[src/rtl/imem_access_ctrl.sv]
// Arbitrates the single port of the 8-bit instruction SRAM between the program
// loader (byte writes) and CPU fetch (two byte reads, high byte first).
module imem_access_ctrl #(
    parameter int ADDR_W      = 9,
    parameter int LD_PRIORITY = 1
) (
    input  logic              clk,
    input  logic              rst,
    input  logic              ld_mode,
    input  logic              ld_req,
    input  logic [ADDR_W-1:0] ld_addr,
    input  logic [7:0]        ld_data,
    output logic              ld_ack,
    input  logic              if_req,
    input  logic [ADDR_W-2:0] if_pc,
    output logic              if_valid,
    output logic [15:0]       if_instr,
    output logic              busy,
    output logic [ADDR_W-1:0] mem_addr,
    output logic              mem_we,
    output logic [7:0]        mem_din,
    input  logic [7:0]        mem_dout
);

    typedef enum logic [2:0] {
        S_IDLE,
        S_WR,
        S_RD_HI,
        S_RD_LO,
        S_RD_WAIT
    } state_t;

    localparam logic LD_WINS = (LD_PRIORITY != 0);

    state_t            state_q, state_d;
    logic [ADDR_W-1:0] mem_addr_q, mem_addr_d;
    logic              mem_we_q, mem_we_d;
    logic [7:0]        mem_din_q, mem_din_d;
    logic              ld_ack_q, ld_ack_d;
    logic              if_valid_q, if_valid_d;
    logic [15:0]       if_instr_q, if_instr_d;
    logic [7:0]        hi_q, hi_d;

    logic fetch_ok;
    logic take_wr;
    logic take_rd;

    // Fetch is only eligible outside load mode; the tie goes to LD_PRIORITY.
    assign fetch_ok = if_req & ~ld_mode;
    assign take_wr  = ld_req & (~fetch_ok | LD_WINS);
    assign take_rd  = fetch_ok & (~ld_req | ~LD_WINS);

    always_comb begin
        state_d    = state_q;
        mem_addr_d = mem_addr_q;
        mem_we_d   = 1'b0;
        mem_din_d  = mem_din_q;
        ld_ack_d   = 1'b0;
        if_valid_d = 1'b0;
        if_instr_d = if_instr_q;
        hi_d       = hi_q;

        case (state_q)
            S_IDLE: begin
                if (take_wr) begin
                    mem_we_d   = 1'b1;
                    mem_addr_d = ld_addr;
                    mem_din_d  = ld_data;
                    ld_ack_d   = 1'b1;
                    state_d    = S_WR;
                end else if (take_rd) begin
                    mem_addr_d = {if_pc, 1'b0};
                    state_d    = S_RD_HI;
                end
            end
            S_WR: begin
                state_d = S_IDLE;
            end
            S_RD_HI: begin
                // Low byte address is formed by setting bit 0, so pc=max never carries.
                mem_addr_d = {mem_addr_q[ADDR_W-1:1], 1'b1};
                state_d    = S_RD_LO;
            end
            S_RD_LO: begin
                hi_d    = mem_dout;
                state_d = S_RD_WAIT;
            end
            S_RD_WAIT: begin
                if_instr_d = {hi_q, mem_dout};
                if_valid_d = 1'b1;
                state_d    = S_IDLE;
            end
            default: begin
                state_d = S_IDLE;
            end
        endcase
    end

    always_ff @(posedge clk) begin
        if (rst) begin
            state_q    <= S_IDLE;
            mem_addr_q <= '0;
            mem_we_q   <= 1'b0;
            mem_din_q  <= 8'h00;
            ld_ack_q   <= 1'b0;
            if_valid_q <= 1'b0;
            if_instr_q <= 16'h0000;
            hi_q       <= 8'h00;
        end else begin
            state_q    <= state_d;
            mem_addr_q <= mem_addr_d;
            mem_we_q   <= mem_we_d;
            mem_din_q  <= mem_din_d;
            ld_ack_q   <= ld_ack_d;
            if_valid_q <= if_valid_d;
            if_instr_q <= if_instr_d;
            hi_q       <= hi_d;
        end
    end

    assign busy     = (state_q != S_IDLE);
    assign mem_addr = mem_addr_q;
    assign mem_we   = mem_we_q;
    assign mem_din  = mem_din_q;
    assign ld_ack   = ld_ack_q;
    assign if_valid = if_valid_q;
    assign if_instr = if_instr_q;

endmodule

[config.mk]
export PLATFORM = sky130hd
export DESIGN_NAME = imem_access_ctrl
export DESIGN_NICKNAME = d
export VERILOG_FILES = /design/src/rtl/imem_access_ctrl.sv
export SDC_FILE = /design/constraint.sdc
export NUM_CORES = 1
export LEC_CHECK = 0
export BUFFER_PORTS_ARGS = -buffer_cell sky130_fd_sc_hd__clkbuf_2
export CAP_MARGIN = 20
export CORE_ASPECT_RATIO = 0.7
export CORE_MARGIN = 2
export CORE_UTILIZATION = 40
export DETAILED_ROUTE_END_ITERATION = 10
export PLACE_DENSITY = 0.69
export SETUP_SLACK_MARGIN = 0.3
export SKIP_CTS_REPAIR_TIMING = 1
export SLEW_MARGIN = 20
export SYNTH_ARGS = -nofsm -noshare
export SYNTH_HDL_FRONTEND = slang
export SYNTH_SLANG_ARGS = --single-unit
[constraint.sdc]
create_clock -name clk -period 2.4 [get_ports clk]
set_input_delay 0 -clock clk [delete_from_list [all_inputs] [get_ports clk]]
set_output_delay 0 -clock clk [all_outputs]
set_load 0.1 [all_outputs]
==> Word-level counts from Yosys, hierarchy flattened <==
Cells that the tools add are included.
{ "totals": {"register_bits": 46, "inputBits": 38, "out_inout_bits": 37, "elab_cells": 34} }
{ "classes": {"n_eq_ne": 4, "mux": 8, "bitwise_logic": 6, "n_reduce_logical": 8} }
{ "ops": {"columns": ["operator", "count"], "rows": [
  ["9-bit 2-to-1 mux", 2],
  ["9-bit case mux with 2 select lines", 1],
  ["3-bit case mux with 3 select lines", 1],
  ["3-bit by 2-bit equality test with 1-bit output, second input constant", 2],
  ["3-bit 2-to-1 mux", 2],
  ["1-bit inverter", 4],
  ["2-bit AND reduction", 2],
  ["2-bit nonzero test", 2],
  ["3-bit equality test, second input constant", 1],
  ["3-bit logical NOT", 1],
  ["3-bit inequality test, second input constant", 1],
  ["3-bit AND reduction", 1],
  ["3-bit nonzero test", 1],
  ["1-bit bitwise AND", 2],
  ["1-bit 2-to-1 mux", 2],
  ["2-bit OR reduction", 1]
]} }

==> Longest topological paths before layout <==
Gate-level depths: netlist of the first run.
{ "logic_depth": {"word_depth": 6, "ltp_mapped": 6} }

==> Worst setup path before layout of the first run <==
No wires, ideal clock.
{ "synth_timing": {"path_type": "reg-to-output", "start": "register ld_ack (netlist name)", "end": "output port mem_we", "t_arrival_ps": 1356, "required_ps": 2400, "slack_ps": 1044, "stages_incl_launch_ff": 2, "path_buffers": 1, "cell_sequence": "dfxtp_1 buf_4"} }
{ "synth_lines": {"columns": ["item", "line", "text"], "rows": [
  ["end: declaration", "20", "output logic mem_we,"]
]} }

==> Final worst setup path of the first run <==
{ "layout_timing": {"start": "register state_q[1]", "end": "register mem_addr_q[1] (netlist: mem_addr[1])"} }
{ "layout_via": {"elab_chain_cells": 3} }
{ "layout_rtl": {"columns": ["item", "line", "text"], "rows": [
  ["start: declaration", "35", "state_t state_q, state_d;"],
  ["start signal: assignment", "110", "state_q <= state_d;"],
  ["3-bit by 2-bit equality test with 1-bit output", "63", "case (state_q)"],
  ["1-bit inverter (no source line)", null, null],
  ["3-bit AND reduction (no source line) (*)", null, null],
  ["end signal: assignment", "111", "mem_addr_q <= mem_addr_d;"],
  ["end: declaration", "36", "logic [ADDR_W-1:0] mem_addr_q, mem_addr_d;"]
]} }
Every way passes the cells marked *; elsewhere a longest branch is shown, timed or not.
A chain may end at the register's enable or synchronous reset.

==> flow_metrics.py, run 1 <==
metrics = {
    "outcome": {
        "status": "finished clean",
    },
    "timing": {
        "period_share_pct": 61.5,
        "finalSetupTns_ns": 0,
        "final_max_slew_viol_count": 0,
        "period_needed_ns": 1.48,
        "final-hold-violation-count": 0,
        "worst_slack_ns": 0.924,
        "rsz0062_at_grt": "false",
        "setup_viol": 0,
        "max_freq_mhz": 678,
        "max_slew.worst_pin.slew_ns": 0.928,
        "slew-limit-headroom_pct": 38.1,
        "clock_skew_ns": 0.00521,
    },
    "clocking": {
        "numCtsBuffers": 5,
        "clock_latency_ns": 0.30,
        "cts_buffer_depth": 2,
        "cts_sinks": 46,
        "htreeDepth": 2,
        "root_buffer": "clkbuf_8",
        "clk_pin_slew_ns": 0.08,
        "cts_tree": "done",
    },
    "floorplanning": {
        "fp.dieH_um": 59.0,
        "ios": 75,
        "rows": 19,
        "core_area_um2": 4040,
        "initial_core_util_pct": 42.8,
        "die_w_um": 82.6,
        "die_area_um2": 4870,
    },
    "finish": {
        "multi_input_area_um2": 729,
        "area_growth_pct": 37.4,
        "n_fill_cell": 364,
        "final_nets": 319,
        "regArea_um2": 921,
        "drive_gt1_share_pct": 30.1,
        "num_antenna_cells": 0,
        "final_util_pct": 58.7,
        "design_area_um2": 2370,
    },
    "placement": {
        "place_ws_ns": 0.911,
        "finalWeightedCongestion": 0.761,
        "placed_area_um2": 2090,
        "dp_hpwl_mm": 2.49,
        "port_buffers": 74,
    },
    "critical_path": {
        "path_class": "reg -> reg",
        "crit_chain": "nor3_4 > a21boi_4 > mux2i_1 > nor2_1",
        "crit_fanout": 16,
        "critical_path.startpoint": "state_q[1]",
        "cpPeakStageDelay_ns": 0.44,
        "worst_path_max_delay_cell": "a21boi_4",
        "cp-start-kind": "flip-flop",
        "critPathArrivalTime_ns": 1.63,
        "required_ns": 2.56,
        "endpoint_kind": "flip-flop",
        "reg2reg_from": "state_q[1]",
    },
    "synthesis": {
        "synth-simple-area-share_pct": 19.7,
        "netlist-cell-type-count": 19,
        "synthMuxAreaShare_pct": 9.85,
        "synth-compound-area-share_pct": 12.7,
        "syn_nets": 235,
        "synth-xor-area-share_pct": 0,
        "synthAdderAreaFrac_pct": 0,
        "ys_warn_count": 0,
        "avgSynthCellArea_um2": 8.77,
        "synth_seq_cells": 46,
        "synth_top_family_by_area": "simple AND/OR/NAND/NOR gates",
        "ys_seq_area_share_pct": 53.3,
        "syn_area_um2": 1730,
        "synthCells": 197,
    },
    "min_path": {
        "hp-class": "in -> reg",
        "hp-start": "if_pc[5]",
    },
    "pwr": {
        "irDropWorstVdd_mv": 0.400,
        "p_per_area_nw_per_um2": 741,
        "power_mw": 1.76,
        "p_leak_nw": 1.12,
    },
    "route": {
        "wire_per_inst_um": 11.0,
        "drt_iter0_drc": 45,
        "wl_mm": 3.67,
        "viasPerCell": 4.65,
        "drc_errors": 0,
        "vias": 1553,
        "postRouteAntennaNets": 0,
        "drtPass1Iterations": 4,
    },
    "global_route": {
        "grt_use_total_pct": 15.0,
        "grt_max_degree": 47,
        "grt_pass1_vias": 1270,
        "overflow": 0,
        "antenna_found_initial": 0,
        "grt_pass1_wl_mm": 5.49,
    },
    "flow_run": {
        "max-cap-violations": 0,
    },
}
critical path: cells and delay by family, from the launching register on:
| kind | cells | cell delay [ns] |
|---|---|---|
| AOI/OAI and AO/OA | 1 | 0.44 |
| DFF | 1 | 0.37 |
| muxes | 1 | 0.24 |
| and+or+nand+nor | 2 | 0.29 |
layer usage:
layer | global-route usage [%] | up-vias | routed length [µm]
met3 | 5.34 | 7 | 264
met4 | 5.62 | 0 | 43
met2 | 24.1 | 49 | 1640
met5 | 0 | - | 0
met1 | 18.6 | 683 | 1730
li1 | - | 814 | -
cells in the final DEF (no fill, tap or decap), drive strengths merged:
cell and instances:
clkbuf 80, nand2 52, dfxtp 46, a21oi 26, nor2 24, mux2i 17
dlygate4sd3 17, a211oi 8, inv 2, and2 2, nor4 2, nor3 1
nand3b 1, nand2b 1, a21boi 1, bufinv 1, clkinvlp 1
power by group:
group	switching (mW)	internal (mW)	total, mW
clock	0.251	0.311	0.562
combinational	0.293	0.0933	0.387
sequential	0.0169	0.792	0.809
total	0.561	1.20	1.76
cell type report:
class	instances	share of cell area [%]
Clock inverter	2	1.58
Tap cell	52	2.74
Inverter	2	0.316
Sequential cell	46	38.8
Multi-Input combinational cell	135	30.7
Timing Repair Buffer	91	22.8
Clock buffer	6	3.06
cells in the mapped netlist:
library cell   n  share of area, %
buf_2          4               1.2
nand2b_1       1              0.36
clkbuf_2       1              0.29
nor4_1         2              0.72
a211oi_2       2               1.4
nor2_1        24               5.2
nand3b_1       1              0.43
mux2i_1       17               9.8
nor3_4         1              0.94
a211oi_1       6               2.6
a21oi_1       26               7.5
inv_1          2              0.43
dfxtp_1       46                53
and2_1         2              0.72
nand2_1       52                11
buf_6          1              0.65
buf_4          1              0.43
a21boi_4       1               1.1
clkbuf_1       7               1.5
sequential cells by signal (all words and copies together) (netlist names):
signal / cells
if_instr: 16
mem_addr: 9
hi_q: 8
mem_din: 8
state_q: 3
if_valid: 1
ld_ack: 1
cells by family (layout without fill, tap and decap cells):
family / after synthesis / after routing
and+or+nand+nor: 83 / 83
DFF: 46 / 46
AOI/OAI and AO/OA: 35 / 35
muxes: 17 / 17
buffers and inverters: 16 / 101
through the flow:
stage,hold slack [ns],instances
2_1_floorplan,0.136,197
3_3_place_gp,0.231,309
3_5_place_dp,0.232,309
4_1_cts,-0.0857,317
5_1_grt,0.0219,334
6_report,0.0174,334
final timing paths:
kind	end	slack (ns)	depth (start not counted)
worst min register to register	if_instr[8]	0.45	2
worst max register to register	mem_addr[1]	0.92	4
worst max-delay path	mem_addr[1]	0.92	4
worst min-delay path	mem_addr[6]	0.02	3
Power figures use the tool's default switching activity.
==> run 2: changes to the inputs <==
--- a/config.mk
+++ b/config.mk
@@ -5,13 +5,14 @@
 export SDC_FILE = /design/constraint.sdc
 export NUM_CORES = 1
 export LEC_CHECK = 0
+export ABC_AREA = 1
 export BUFFER_PORTS_ARGS = -buffer_cell sky130_fd_sc_hd__clkbuf_2
 export CAP_MARGIN = 20
 export CORE_ASPECT_RATIO = 0.7
 export CORE_MARGIN = 2
 export CORE_UTILIZATION = 40
 export DETAILED_ROUTE_END_ITERATION = 10
-export PLACE_DENSITY = 0.69
+export PLACE_DENSITY = 0.72
 export SETUP_SLACK_MARGIN = 0.3
 export SKIP_CTS_REPAIR_TIMING = 1
 export SLEW_MARGIN = 20
==> constraint.sdc (replaced) <==
create_clock -name clk -period 1.3 [get_ports clk]
set_input_delay 0 -clock clk [delete_from_list [all_inputs] [get_ports clk]]
set_output_delay 0 -clock clk [all_outputs]
set_load 0.1 [all_outputs]
==> run 2 against run 1 <==
- synthesized cell count grew 19%
- combinational power grew to 3.0 times the previous value
- critical path type is now reg -> out
- the flow now finishes with violations (hold timing)
- register-to-register slack lost 0.73 ns
==> flow_metrics.py, run 2 <==
metrics = {
    "outcome": {
        "status": "finished with violations",
        "violations": "hold timing",
    },
    "clocking": {
        "clock_latency_ns": 0.29,
        "cts_buffer_depth": 2,
        "root_buffer": "clkbuf_8",
        "cts_tree": "done",
        "numCtsBuffers": 5,
        "clk_pin_slew_ns": 0.09,
        "cts_sinks": 46,
        "htreeDepth": 2,
    },
    "floorplanning": {
        "initial_core_util_pct": 42.9,
        "ios": 75,
        "die_w_um": 82.7,
        "rows": 19,
        "fp.dieH_um": 59.1,
        "core_area_um2": 4040,
        "die_area_um2": 4890,
    },
    "global_route": {
        "grt_max_degree": 28,
        "grt_pass1_wl_mm": 6.57,
        "grt_pass1_vias": 1566,
        "overflow": 0,
        "antenna_found_initial": 0,
        "grt_use_total_pct": 17.6,
    },
    "synthesis": {
        "netlist-cell-type-count": 18,
        "yosys.area.top_type": "dfxtp_1",
        "ys_seq_area_share_pct": 53.1,
        "synth_edf_count": 0,
        "ys_warn_count": 0,
        "synth-xor-area-share_pct": 0,
        "syn_nets": 272,
        "synth_seq_cells": 46,
        "avgSynthCellArea_um2": 7.41,
        "synthTopCellsByCount": "nor2_1 (82), dfxtp_1 (46), nand2_1 (34)",
        "yosysMostFrequentCell": "nor2_1",
        "synth_area_leaders": "dfxtp_1 (53%), nor2_1 (18%), nand2_1 (7.4%), o21ai_0 (6.9%), o21ai_1 (4.6%)",
        "synth_top_family_by_area": "simple AND/OR/NAND/NOR gates",
        "synthCells": 234,
        "synth-simple-area-share_pct": 28.4,
        "synth-compound-area-share_pct": 12.4,
        "synth_top_area_share_pct": 53.1,
        "syn_area_um2": 1730,
        "synthMuxAreaShare_pct": 0,
        "ys_async_sr_fraction_pct": 0,
        "synth_ff_type": "dfxtp_1",
        "synthAdderAreaFrac_pct": 0,
    },
    "critical_path": {
        "cp-start-kind": "flip-flop",
        "path_class": "reg -> out",
        "crit_fanout": 6,
        "critPathArrivalTime_ns": 1.12,
        "endpoint_kind": "output pin",
        "required_ns": 1.30,
    },
    "min_path": {
        "hp-class": "in -> reg",
    },
    "placement": {
        "dp_hpwl_mm": 2.98,
        "placed_area_um2": 2190,
        "finalWeightedCongestion": 0.817,
        "port_buffers": 74,
    },
    "timing": {
        "max_freq_mhz": 893,
        "final_max_slew_viol_count": 0,
        "max_slew.worst_pin.slew_ns": 0.308,
        "finalSetupTns_ns": 0,
        "rsz0062_at_grt": "true",
        "period_share_pct": 86.1,
        "period_needed_ns": 1.12,
        "clock_skew_ns": 0.00943,
        "slew-limit-headroom_pct": 79.6,
        "final-hold-violation-count": 11,
        "fin_hold_ws_ns": -0.0519,
        "setup_viol": 0,
    },
    "pwr": {
        "p_leak_nw": 1.23,
        "p_per_area_nw_per_um2": 1320,
        "irDropWorstVdd_mv": 0.745,
    },
    "finish": {
        "layout_common_cells": "nor2_1 (78), clkbuf_2 (37), clkbuf_4 (35), dfxtp_2 (34), nand2_1 (31)",
        "area_growth_pct": 55.5,
        "final_nets": 363,
        "final_common_cell": "nor2_1",
        "n_fill_cell": 350,
        "drive_gt1_share_pct": 49.1,
        "design_area_um2": 2700,
        "num_antenna_cells": 0,
        "largest_reg_flops": 16,
    },
    "route": {
        "wl_mm": 4.41,
        "wire_per_inst_um": 11.7,
        "postRouteAntennaNets": 0,
        "vias": 1773,
        "viasPerCell": 4.69,
        "drt_iter0_drc": 68,
        "drtPass1Iterations": 4,
        "drc_errors": 0,
    },
    "flow_run": {
        "max-cap-violations": 0,
    },
}
-- run 2: cell types whose count changed after synthesis, moves of 5 or more --
cell / delta
o21ai_1: +16
nand2_1: -18
mux2i_1: -17
o21ai_0: +24
a21oi_1: -23
nor2_1: +58
a211oi_1: -6
inv_2: +5
-- run 2: cells by family (layout without fill, tap and decap cells) --
family / Yosys count / count (layout)
AOI/OAI and AO/OA: 43 / 43
buffers and inverters: 21 / 111
and+or+nand+nor: 124 / 126
DFF: 46 / 46
-- run 2: area by class of cell --
class,instances,area (µm²),area share (%)
repair buffers,91,636,23.6
flip-flops and latches,46,975,36.1
clock buffers,5,68.8,2.55
inverters,12,80.1,2.97
multi-input cells,169,851,31.6
well taps,52,65.1,2.41
clock inverters,3,21.3,0.789
-- run 2: layer usage --
metal	track usage (%)	wire, µm	share of wire [%]	vias up
li1	-	-	-	923
met1	23.5	2130	48	796
met2	27.8	2010	46	47
met3	4.42	217	4.9	7
met4	6.32	56	1.3	0
met5	0	0	0	-
-- run 2: worst paths after layout --
check        slack (ns)         from  cells after the start           to
min reg2reg        0.45  mem_addr[0]                      2  mem_addr[0]
max reg2reg        0.19   state_q[2]                      6  mem_addr[2]
min               -0.05          rst                      2       ld_ack
max                0.18   state_q[1]                      3         busy
-- run 2: per-stage QoR --
stage	hold WS (ns)	utilization, %	total power, mW	cells	setup slack (ns)
5_1_grt	-0.0536	66.7	3.72	378	0.143
3_3_place_gp	0.236	54.1	2.55	354	0.175
2_1_floorplan	0.0650	-	2.38	234	0.278
3_5_place_dp	0.247	54.1	2.56	354	0.152
6_report	-0.0519	66.7	3.57	378	0.181
4_1_cts	-0.0652	56.4	3.41	362	0.124
-- run 2: report_power, final --
part           internal, mW  switching, mW
logic                 0.298          0.852
clock network         0.378          0.478
registers              1.51         0.0615
-- run 2: worst max-delay path, cell delays in order, from the launching register on --
cell and delay, ns:
dfxtp_4 0.40, nor2_4 0.16, nand2_2 0.07, buf_6 0.18
